### config.mk
export PLATFORM = sky130hd
export DESIGN_NAME = disp_bus_arb
export DESIGN_NICKNAME = d
export VERILOG_FILES = /design/src/rtl/disp_bus_arb.sv
export SDC_FILE = /design/constraint.sdc
export NUM_CORES = 1
export LEC_CHECK = 0
export CORE_MARGIN = 5
export CORE_UTILIZATION = 45
export CTS_CLUSTER_DIAMETER = 60
export DETAILED_ROUTE_END_ITERATION = 10
export MAX_ROUTING_LAYER = met4
export PLACE_DENSITY = 0.89
export SLEW_MARGIN = 20
export SYNTH_ARGS = -nofsm -noshare
export SYNTH_HDL_FRONTEND = slang
export SYNTH_SLANG_ARGS = --single-unit
### constraint.sdc
create_clock -name clk -period 3.5 [get_ports clk]
set_input_delay 0.7 -clock clk [delete_from_list [all_inputs] [get_ports clk]]
set_output_delay 0.7 -clock clk [all_outputs]
set_load 0.05 [all_outputs]
### src/rtl/disp_bus_arb.sv
// disp_bus_arb: two-port burst arbiter for the display write bus.
// Port 0 is the power-on/init sequencer, port 1 the host stream. Port 1 is
// held off until init_done. Whole bursts are granted round-robin, and a
// watchdog revokes a grant whose owner stops presenting beats mid-burst.
module disp_bus_arb #(
  parameter int DW         = 9,
  parameter int CLK_FREQ   = 12000000,
  parameter int TIMEOUT_US = 100
) (
  input  logic          clk,
  input  logic          reset,
  input  logic          init_done,
  input  logic          p0_valid,
  input  logic [DW-1:0] p0_data,
  input  logic          p0_last,
  output logic          p0_ready,
  input  logic          p1_valid,
  input  logic [DW-1:0] p1_data,
  input  logic          p1_last,
  output logic          p1_ready,
  output logic          out_valid,
  output logic [DW-1:0] out_data,
  output logic          out_last,
  input  logic          out_ready,
  output logic [1:0]    grant,
  output logic          err_timeout
);

  // Stall limit in cycles, never below one so the watchdog always fires.
  localparam longint TC_RAW         = (longint'(CLK_FREQ) * longint'(TIMEOUT_US)) / 1000000;
  localparam int     TIMEOUT_CYCLES = (TC_RAW < 1) ? 1 : int'(TC_RAW);
  localparam int     CW             = $clog2(TIMEOUT_CYCLES + 1);
  localparam logic [CW-1:0] TC_LAST = CW'(TIMEOUT_CYCLES - 1);

  typedef enum logic [1:0] {
    IDLE = 2'd0,
    GNT0 = 2'd1,
    GNT1 = 2'd2
  } state_t;

  state_t        state;
  state_t        state_nxt;
  logic          rr_last;
  logic          rr_last_nxt;
  logic [CW-1:0] stall_cnt;
  logic [CW-1:0] stall_cnt_nxt;
  logic          err_nxt;
  logic          p1_eligible;

  // Host port only competes once the panel has been initialised.
  assign p1_eligible = p1_valid & init_done;

  // Route the owning port onto the display bus; nothing is driven in IDLE.
  always_comb begin
    out_valid = 1'b0;
    out_data  = '0;
    out_last  = 1'b0;
    p0_ready  = 1'b0;
    p1_ready  = 1'b0;
    grant     = 2'b00;
    case (state)
      GNT0: begin
        out_valid = p0_valid;
        out_data  = p0_data;
        out_last  = p0_last;
        p0_ready  = out_ready;
        grant     = 2'b01;
      end
      GNT1: begin
        out_valid = p1_valid;
        out_data  = p1_data;
        out_last  = p1_last;
        p1_ready  = out_ready;
        grant     = 2'b10;
      end
      default: ;
    endcase
  end

  // Pick the next owner in IDLE; in a grant, release on the final beat
  // transfer or when the owner has stalled for the full watchdog period.
  always_comb begin
    state_nxt     = state;
    rr_last_nxt   = rr_last;
    stall_cnt_nxt = stall_cnt;
    err_nxt       = 1'b0;
    case (state)
      IDLE: begin
        stall_cnt_nxt = '0;
        if (p0_valid && p1_eligible) begin
          state_nxt = rr_last ? GNT0 : GNT1;
        end else if (p0_valid) begin
          state_nxt = GNT0;
        end else if (p1_eligible) begin
          state_nxt = GNT1;
        end
      end
      GNT0, GNT1: begin
        if (out_valid) begin
          stall_cnt_nxt = '0;
          if (out_last && out_ready) begin
            state_nxt   = IDLE;
            rr_last_nxt = (state == GNT1);
          end
        end else if (stall_cnt == TC_LAST) begin
          state_nxt     = IDLE;
          rr_last_nxt   = (state == GNT1);
          stall_cnt_nxt = '0;
          err_nxt       = 1'b1;
        end else begin
          stall_cnt_nxt = stall_cnt + CW'(1);
        end
      end
      default: begin
        state_nxt     = IDLE;
        stall_cnt_nxt = '0;
      end
    endcase
  end

  // State, round-robin pointer, watchdog counter and timeout pulse registers.
  always_ff @(posedge clk or negedge reset) begin
    if (!reset) begin
      state       <= IDLE;
      rr_last     <= 1'b1;
      stall_cnt   <= '0;
      err_timeout <= 1'b0;
    end else begin
      state       <= state_nxt;
      rr_last     <= rr_last_nxt;
      stall_cnt   <= stall_cnt_nxt;
      err_timeout <= err_nxt;
    end
  end

endmodule

==> results.py, run 1 <==
metrics = {
    "outcome": {
        "status": "complete, no violations",
    },
    "final_layout": {
        "final_util_pct": 71.2,
        "multiInputGateArea_um2": 559,
        "seq_area_um2": 377,
        "nets": 176,
        "nFillCells": 161,
        "syn_to_final_growth_pct": 46.4,
        "drive_above_1_share_pct": 4.90,
        "n_antenna_cell": 0,
    },
    "critical_path": {
        "cpPeakStageDelay_ns": 0.82,
        "crit_family": "buffers and inverters",
        "cp.arrival_ns": 2.49,
        "worstSetupPathType": "flip-flop to output port",
        "crit_buf_inv": 2,
        "start_kind": "flip-flop",
        "required_ns": 2.80,
        "cp_cell_sequence": "inv_1 -> ha_1 -> a22oi_1 -> nor2b_1 -> clkdlybuf4s50_1",
        "critPathCaptureType": "output port",
        "crit_slowest_cell": "clkdlybuf4s50_1",
        "path_max_fanout": 14,
    },
    "clocking": {
        "cts-resized-gates": 0,
        "insertion_delay_ns": 0.29,
        "clk_pin_slew_ns": 0.08,
        "cts_made_buffers": 3,
        "cts_buffer_depth": 2,
        "hold_buffers": 0,
        "cts_setup_buffers": 0,
        "cts-root-buf": "clkbuf_4",
        "cts_num_sinks": 15,
        "htree_levels": 1,
        "tritoncts": "built",
    },
    "timing": {
        "hold_viol": 0,
        "fin_skew_ns": 0.00553,
        "setup_tns_ns": 0,
        "relSlewSlack_pct": 58.7,
        "rsz0062_at_grt": "false",
        "fmax_ghz": 0.313,
        "slew_violations": 0,
        "tightest_slew_ns": 0.617,
        "period_needed_ns": 3.19,
        "setup_viol": 0,
        "min_period_over_period_pct": 91.2,
    },
    "floorplan": {
        "fp-row-count": 16,
        "die_area_um2": 3190,
        "start_util_pct": 48.6,
        "die_x_um": 56.5,
        "io_pins": 42,
        "dieHeight_um": 56.5,
        "core_um2": 2000,
    },
    "global_route": {
        "gr-total-overflow": 0,
        "grt_pass1_vias": 890,
        "grtUsageMet3_pct": 2.98,
        "grt_util_met1_pct": 18.8,
        "grt_pass1_wl_mm": 3.97,
        "grtUsageTotal_pct": 16.1,
        "grt.busiest_layer": "met2",
        "grt_max_degree": 16,
        "met2_usage_pct": 25.9,
        "antenna_found_initial": 0,
    },
    "logic_synthesis": {
        "synth-async-reset-ratio_pct": 100,
        "synth_cell_type_count": 29,
        "synthFlopType": "dfrtp_1",
        "yosysSeqAreaShare_pct": 38.7,
        "syn-cell-area_um2": 973,
        "yosysWarningCount": 0,
        "avgSynthCellArea_um2": 9.54,
        "synth_edf_count": 0,
        "yosys_register_bits": 15,
        "synth_fp_nets": 134,
        "syn_inst": 102,
    },
    "job": {
        "drv_cap": 0,
    },
    "routing": {
        "dr.pass1.iters": 4,
        "drt_iter0_drc": 19,
        "vias_per_cell": 5.38,
        "wl_per_cell_um": 14.9,
        "final_antenna_net_count": 0,
        "num_vias": 914,
        "wl_mm": 2.53,
        "drc": 0,
    },
    "placement": {
        "numPortBuffers": 41,
        "gp_congestion": 0.862,
    },
    "power": {
        "peakVddDrop_mv": 0.519,
        "p_per_area_nw_per_um2": 667,
        "power.leakage_nw": 0.598,
    },
    "min_path": {
        "hold_class": "flip-flop to flip-flop",
    },
}
[synth_stat cells, types with 2 or more instances]
| cell | instances | area, um^2 |
|---|---|---|
| dfrtp_1 | 14 | 350 |
| ha_1 | 6 | 75.1 |
| clkbuf_1 | 3 | 11.3 |
| nor2b_1 | 10 | 62.6 |
| nand4_1 | 4 | 25.0 |
| mux2i_1 | 2 | 20.0 |
| nand3_1 | 3 | 15.0 |
| nor2_1 | 12 | 45.0 |
| a22oi_1 | 11 | 82.6 |
| xor2_1 | 8 | 70.1 |
| inv_1 | 5 | 18.8 |
| and2_1 | 2 | 12.5 |
| nand2_1 | 6 | 22.5 |
[metal layers]
metal  part of all wire, %  wire length, um
met1                    46             1170
met5                     0                0
met2                    43             1080
met3                   8.6              217
met4                   2.4               60
[worst paths after layout]
path / from / to / cells past startpoint / slack, ns
min in group asynchronous: reset / stall_cnt[6]$_DFF_PN0_ / 1 / 0.79
worst min register to register: stall_cnt[0]$_DFF_PN0_ / stall_cnt[0]$_DFF_PN0_ / 1 / 0.49
worst max register to register: state[0]$_DFFE_PN0P_ / rr_last$_DFFE_PN1P_ / 6 / 1.44
worst min-delay path: stall_cnt[0]$_DFF_PN0_ / stall_cnt[0]$_DFF_PN0_ / 1 / 0.49
worst max-delay path: state[0]$_DFFE_PN0P_ / out_last / 5 / 0.31
max in group asynchronous: reset / state[1]$_DFFE_PN0P_ / 1 / 2.30
[kinds of logic (layout without fill, tap and decap cells)]
logic type,count (synthesis),in the layout,synth area share [%]
simple gates,43,43,24.8
compound gates,17,17,13.6
flops,15,15,38.7
xor+xnor,9,9,8.10
buf+inv,9,50,3.86
fa+ha+maj,6,6,7.71
mux,3,3,3.21
[registers in the layout (all words and copies together), names as in the netlist]
register	count
err_timeout	1
state	2
stall_cnt	11
rr_last	1
[stage by stage]
stage          hold WS, ns  instances  setup slack [ns]  total power, mW  instance area, um^2
6_report             0.491        170             0.306            0.951                 1430
3_3_place_gp         0.469        166             0.493            0.846                 1400
5_1_grt              0.516        170             0.191             1.01                 1430
2_1_floorplan        0.404        102             0.988            0.673                  973
4_1_cts              0.492        170             0.306            0.958                 1430
3_5_place_dp         0.481        166             0.441            0.862                 1400
[final cells by class]
type | instances | share of cell area [%]
Inverter | 5 | 1.32
Tap cell | 27 | 2.37
Sequential cell | 15 | 26.4
Multi-Input combinational cell | 78 | 39.2
Timing Repair Buffer | 41 | 28.8
Clock buffer | 4 | 1.84
[report_power, final]
part | leakage, nW | internal, mW | switching (mW)
combinational | 0.381 | 0.236 | 0.397
sequential | 0.202 | 0.200 | 0.0204
clock | 0.0150 | 0.0444 | 0.0521
[cell usage in the layout, fill, tap and decap left out, drive strengths merged]
master	instances
nor4b	1
nand4	4
mux2	1
nor2	12
xor2	8
a22oi	11
and3b	1
a22o	1
ha	6
o211ai	1
inv	5
and3	1
mux2i	2
nand4b	1
nand2	6
nand3	3
dfstp	1
and4	2
and2	2
clkbuf	4
o32ai	1
o211a	1
clkdlybuf4s50	41
o21ai	1
a311o	1
nor2b	10
xnor2	1
dfrtp	14
No activity file was read; power rests on OpenSTA's default activity.
==> run 2: changes to the inputs <==
- CORE_MARGIN: 5 -> unset
==> run 2 against run 1 <==
Setup slack improved by 0.0042 ns. First-iteration DRC count fell by 26%. Register-to-register slack got worse by 0.03 ns. Clock power rose by 0.7%. Final cell count did not move. Global-route usage rose by 7.1 points. Sequential share of layout area did not move. Via count fell by 1.6%. Sequential power barely moved. Critical path depth rose by 1. Total power rose by 0.14%.
==> results.py, run 2 (synthesis results as in run 1) <==
metrics = {
    "global_route": {
        "grt_max_degree": 16,
        "grt_pass1_vias": 903,
        "gr-total-overflow": 0,
        "grt_pass1_wl_mm": 4.02,
        "grtUsageTotal_pct": 23.2,
        "antenna_found_initial": 0,
    },
    "critical_path": {
        "required_ns": 2.80,
        "critPathMostFrequentCell": "inv_1",
        "cp.arrival_ns": 2.49,
        "cpPeakStageDelay_ns": 0.79,
        "worstSetupPathType": "flip-flop to output port",
        "critPathCaptureType": "output port",
        "crit_family": "buffers and inverters",
        "start_kind": "flip-flop",
        "path_max_fanout": 14,
        "crit_slowest_cell": "clkdlybuf4s50_1",
        "cp_cell_sequence": "inv_1 -> ha_1 -> a22o_1 -> nand2_1 -> inv_1 -> clkdlybuf4s50_1",
        "crit_buf_inv": 3,
    },
    "final_layout": {
        "seq_area_um2": 377,
        "n_antenna_cell": 0,
        "multiInputGateArea_um2": 559,
        "nets": 176,
        "mostFrequentLayoutCells": "clkdlybuf4s50_1 (41), dfrtp_1 (14), nor2_1 (12)",
        "largest_reg_flops": 11,
        "final_common_cell": "clkdlybuf4s50_1",
        "reg_top3": "stall_cnt: 11 flops, state: 2 flops",
        "nFillCells": 168,
        "largest-register": "stall_cnt",
        "drive_above_1_share_pct": 4.90,
        "syn_to_final_growth_pct": 46.4,
    },
    "routing": {
        "final_antenna_net_count": 0,
        "dr.pass1.iters": 4,
        "wl_per_cell_um": 14.4,
        "wl_met3_um": 166,
        "drt_iter0_drc": 14,
        "dr_wl_met2_mm": 1.22,
        "vias_per_cell": 5.29,
        "m1WireLength_mm": 1.03,
        "drc": 0,
        "wl_mm": 2.45,
        "num_vias": 899,
        "highest_layer": "met4",
    },
    "timing": {
        "fin_skew_ns": 0.00537,
        "rsz0062_at_grt": "false",
        "tightest_slew_ns": 0.630,
        "slew_violations": 0,
        "min_period_over_period_pct": 91.1,
        "hold_viol": 0,
        "fmax_ghz": 0.314,
        "setup_viol": 0,
        "relSlewSlack_pct": 57.8,
        "period_needed_ns": 3.19,
        "setup_tns_ns": 0,
    },
    "floorplan": {
        "die_x_um": 48.5,
        "start_util_pct": 48.6,
        "fp-row-count": 16,
        "io_pins": 42,
        "die_area_um2": 2350,
        "core_um2": 2000,
        "dieHeight_um": 48.5,
    },
    "clocking": {
        "cts_setup_buffers": 0,
        "insertion_delay_ns": 0.28,
        "hold_buffers": 0,
        "cts_made_buffers": 3,
        "htree_levels": 1,
        "tritoncts": "built",
        "cts_buffer_depth": 2,
        "cts-resized-gates": 0,
        "clk_pin_slew_ns": 0.09,
        "cts_num_sinks": 15,
        "cts-root-buf": "clkbuf_4",
    },
    "placement": {
        "numPortBuffers": 41,
        "hpwl_mm": 1.95,
        "gp_congestion": 0.798,
    },
    "min_path": {
        "hold_class": "flip-flop to flip-flop",
    },
    "job": {
        "drv_cap": 0,
    },
    "power": {
        "power.leakage_nw": 0.598,
        "peakVddDrop_mv": 0.467,
        "p_per_area_nw_per_um2": 668,
        "fin_total_pwr_mw": 0.952,
    },
    "outcome": {
        "status": "complete, no violations",
    },
}
run 2: final timing paths:
path / from / to / cells after the start / slack [ns]
setup / recovery: state[0]$_DFFE_PN0P_ / out_valid / 6 / 0.31
hold / removal: stall_cnt[0]$_DFF_PN0_ / stall_cnt[0]$_DFF_PN0_ / 1 / 0.48
setup reg to reg: state[0]$_DFFE_PN0P_ / rr_last$_DFFE_PN1P_ / 6 / 1.41
hold reg to reg: stall_cnt[0]$_DFF_PN0_ / stall_cnt[0]$_DFF_PN0_ / 1 / 0.48
max in group asynchronous: reset / stall_cnt[9]$_DFF_PN0_ / 1 / 2.29
min in group asynchronous: reset / stall_cnt[3]$_DFF_PN0_ / 1 / 0.80
run 2: worst register-to-register path: stages, from the launching register on:
cell     delay (ns)
dfrtp_1        0.41
inv_1          0.13
ha_1           0.48
a22o_1         0.25
nand2_1        0.08
o32ai_1        0.29
mux2_2         0.38
run 2: layout make-up:
| cell class | count | share of cell area (%) |
|---|---|---|
| multi-input combinational | 78 | 39.2 |
| timing repair buffer | 41 | 28.8 |
| sequential | 15 | 26.4 |
| tap | 27 | 2.37 |
| clock buffer | 4 | 1.84 |
| inverter | 5 | 1.32 |
run 2: report_power, final:
| part | internal (mW) | switching [mW] | leakage (nW) | total, mW |
|---|---|---|---|---|
| Sequential | 0.200 | 0.0212 | 0.202 | 0.222 |
| Combinational | 0.237 | 0.397 | 0.381 | 0.633 |
| Clock | 0.0443 | 0.0529 | 0.0150 | 0.0972 |
run 2: metal layers:
layer	vias to the layer above	global-route usage, %
met5	-	-
met4	0	10.3
met3	6	4.09
met2	40	42.0
met1	409	24.6
li1	444	-
run 2: stage by stage:
step | area (um^2) | setup slack, ns | utilization (%) | std cells | hold WS, ns
floorplan | 973 | 0.988 | - | 102 | 0.404
detailed placement | 1400 | 0.428 | 69.9 | 166 | 0.469
finish | 1430 | 0.310 | 71.2 | 170 | 0.477
CTS | 1430 | 0.298 | 71.2 | 170 | 0.480
global route | 1430 | 0.104 | 71.2 | 170 | 0.519
global placement | 1400 | 0.491 | 69.9 | 166 | 0.468
==> run 3: changes to the inputs <==
- HOLD_SLACK_MARGIN: unset -> 0.12
- REMOVE_ABC_BUFFERS: unset -> 1
==> run 3 against run 2 <==
Sequential cell count unchanged. Clock skew decreased by 0.0019 ns. Critical path depth unchanged. Final cell count unchanged. Highest routed layer unchanged. Total power decreased by 0.56%. Sequential power about the same. Wire length shrank 5.7%. Utilization unchanged. Die area unchanged. Sequential share of layout area stayed put. Via count fell by 0.33%. Count of clock-buffer cells in the layout unchanged.
==> results.py, run 3 (synthesis results as in run 1) <==
metrics = {
    "final_layout": {
        "drive_above_1_share_pct": 4.90,
        "syn_to_final_growth_pct": 46.4,
        "reg_top3": "stall_cnt: 11 flops, state: 2 flops",
        "largest_reg_flops": 11,
        "nFillCells": 154,
        "n_antenna_cell": 0,
        "largest-register": "stall_cnt",
        "final_util_pct": 71.2,
        "final_common_cell": "clkdlybuf4s50_1",
        "nets": 176,
        "mostFrequentLayoutCells": "clkdlybuf4s50_1 (41), dfrtp_1 (14), nor2_1 (12)",
    },
    "power": {
        "swShare_pct": 49.3,
        "p_comb_share_pct": 66.4,
        "p_seq_share_pct": 23.3,
        "peakVddDrop_mv": 0.406,
        "internal_power_mw": 0.480,
        "pwr-share-clk_pct": 10.3,
        "p_per_area_nw_per_um2": 664,
        "power.leakage_nw": 0.598,
        "switchingPower_mw": 0.467,
    },
    "critical_path": {
        "worstSetupPathType": "flip-flop to output port",
        "reg2reg_from": "state[0]$_DFFE_PN0P_",
        "reg2reg_to": "state[0]$_DFFE_PN0P_",
        "crit_buf_inv": 3,
        "cpPeakStageDelay_ns": 0.80,
        "ff2ff_path_depth": 6,
        "required_ns": 2.80,
        "path_max_fanout": 14,
        "critPathCaptureType": "output port",
        "start_kind": "flip-flop",
        "crit_family": "buffers and inverters",
        "worst-path-stages": 6,
        "critPathMostFrequentCell": "inv_1",
        "r2r_setup_slack_ns": 1.40,
        "cp.arrival_ns": 2.50,
        "cp_cell_sequence": "inv_1 -> ha_1 -> a22o_1 -> nand2_1 -> inv_1 -> clkdlybuf4s50_1",
        "crit_slowest_cell": "clkdlybuf4s50_1",
    },
    "timing": {
        "rsz0062_at_grt": "false",
        "hold_viol": 0,
        "tightest_slew_ns": 0.621,
        "fmax_ghz": 0.312,
        "min_period_over_period_pct": 91.6,
        "setup_viol": 0,
        "fin_skew_ns": 0.00347,
        "setup_tns_ns": 0,
        "period_needed_ns": 3.20,
        "setup_slack_ns": 0.295,
        "slew_violations": 0,
        "relSlewSlack_pct": 58.5,
    },
    "placement": {
        "gp_congestion": 0.855,
        "pre_cts_ws_ns": 0.457,
        "hpwl_mm": 1.70,
        "numPortBuffers": 41,
    },
    "clocking": {
        "clk_pin_slew_ns": 0.08,
        "insertion_delay_ns": 0.29,
        "cts_made_buffers": 3,
        "cts_num_sinks": 15,
        "cts-root-buf": "clkbuf_4",
        "cts-resized-gates": 0,
        "hold_buffers": 0,
        "cts_setup_buffers": 0,
        "cts_buffer_depth": 2,
        "tritoncts": "built",
        "htree_levels": 1,
    },
    "routing": {
        "dr.pass1.iters": 5,
        "final_antenna_net_count": 0,
        "drt_iter0_drc": 15,
        "vias_per_cell": 5.27,
        "wl_per_cell_um": 13.6,
        "wl_mm": 2.31,
        "drc": 0,
        "num_vias": 896,
    },
    "floorplan": {
        "core_um2": 2000,
        "die_x_um": 48.5,
        "start_util_pct": 48.6,
        "dieHeight_um": 48.5,
        "io_pins": 42,
        "fp-row-count": 16,
        "die_area_um2": 2350,
    },
    "job": {
        "drv_cap": 0,
    },
    "global_route": {
        "grt_pass1_vias": 887,
        "antenna_found_initial": 0,
        "grt_pass1_wl_mm": 3.92,
        "grtUsageTotal_pct": 22.3,
        "gr-total-overflow": 0,
        "grt_max_degree": 16,
    },
    "min_path": {
        "hold_class": "flip-flop to flip-flop",
        "hold_path_depth": 1,
        "holdPathEnd": "stall_cnt[0]$_DFF_PN0_",
        "hp-start": "stall_cnt[0]$_DFF_PN0_",
    },
    "outcome": {
        "status": "complete, no violations",
    },
}
[run 3: cell counts in the layout (fill, tap and decap cells not counted)]
No cell type changed its count.
[run 3: worst max path at each step]
stage	endpoint	slack, ns	startpoint
2_1_floorplan	out_last	1.06	state[0]$_DFFE_PN0P_
3_3_place_gp	out_valid	0.48	p0_valid
6_report	out_valid	0.30	state[0]$_DFFE_PN0P_
5_1_grt	out_valid	0.13	state[0]$_DFFE_PN0P_
3_5_place_dp	out_valid	0.46	p0_valid
4_1_cts	out_last	0.31	state[0]$_DFFE_PN0P_
[run 3: power by group through the flow]
stage / clock network [mW] / logic (mW) / registers [mW]
after global routing: 0.108 / 0.679 / 0.223
final: 0.0978 / 0.629 / 0.220
after global placement: 0 / 0.621 / 0.221
after detailed placement: 0 / 0.628 / 0.224
after floorplan: 0 / 0.448 / 0.219
after CTS: 0.101 / 0.628 / 0.220
[run 3: metal layers]
metal / routed length [um] / track usage [%] / vias to the layer above
li1: - / - / 443
met1: 968 / 25.7 / 401
met2: 1090 / 36.2 / 45
met3: 198 / 5.66 / 7
met4: 55 / 11.3 / 0
met5: 0 / - / -
[run 3: area by class of cell]
type	count	area, um^2	area share [%]
Inverter	5	18.8	1.32
Tap cell	27	33.8	2.37
Multi-Input combinational cell	78	559	39.2
Timing Repair Buffer	41	410	28.8
Clock buffer	4	26.3	1.84
Sequential cell	15	377	26.4
[run 3: metrics by stage]
step	instances	hold WS (ns)	area, um^2	total power [mW]
after global routing	170	0.500	1430	1.01
after floorplan	98	0.404	955	0.666
after detailed placement	166	0.472	1400	0.851
final	170	0.483	1430	0.947
after global placement	166	0.462	1400	0.842
after CTS	170	0.483	1430	0.949
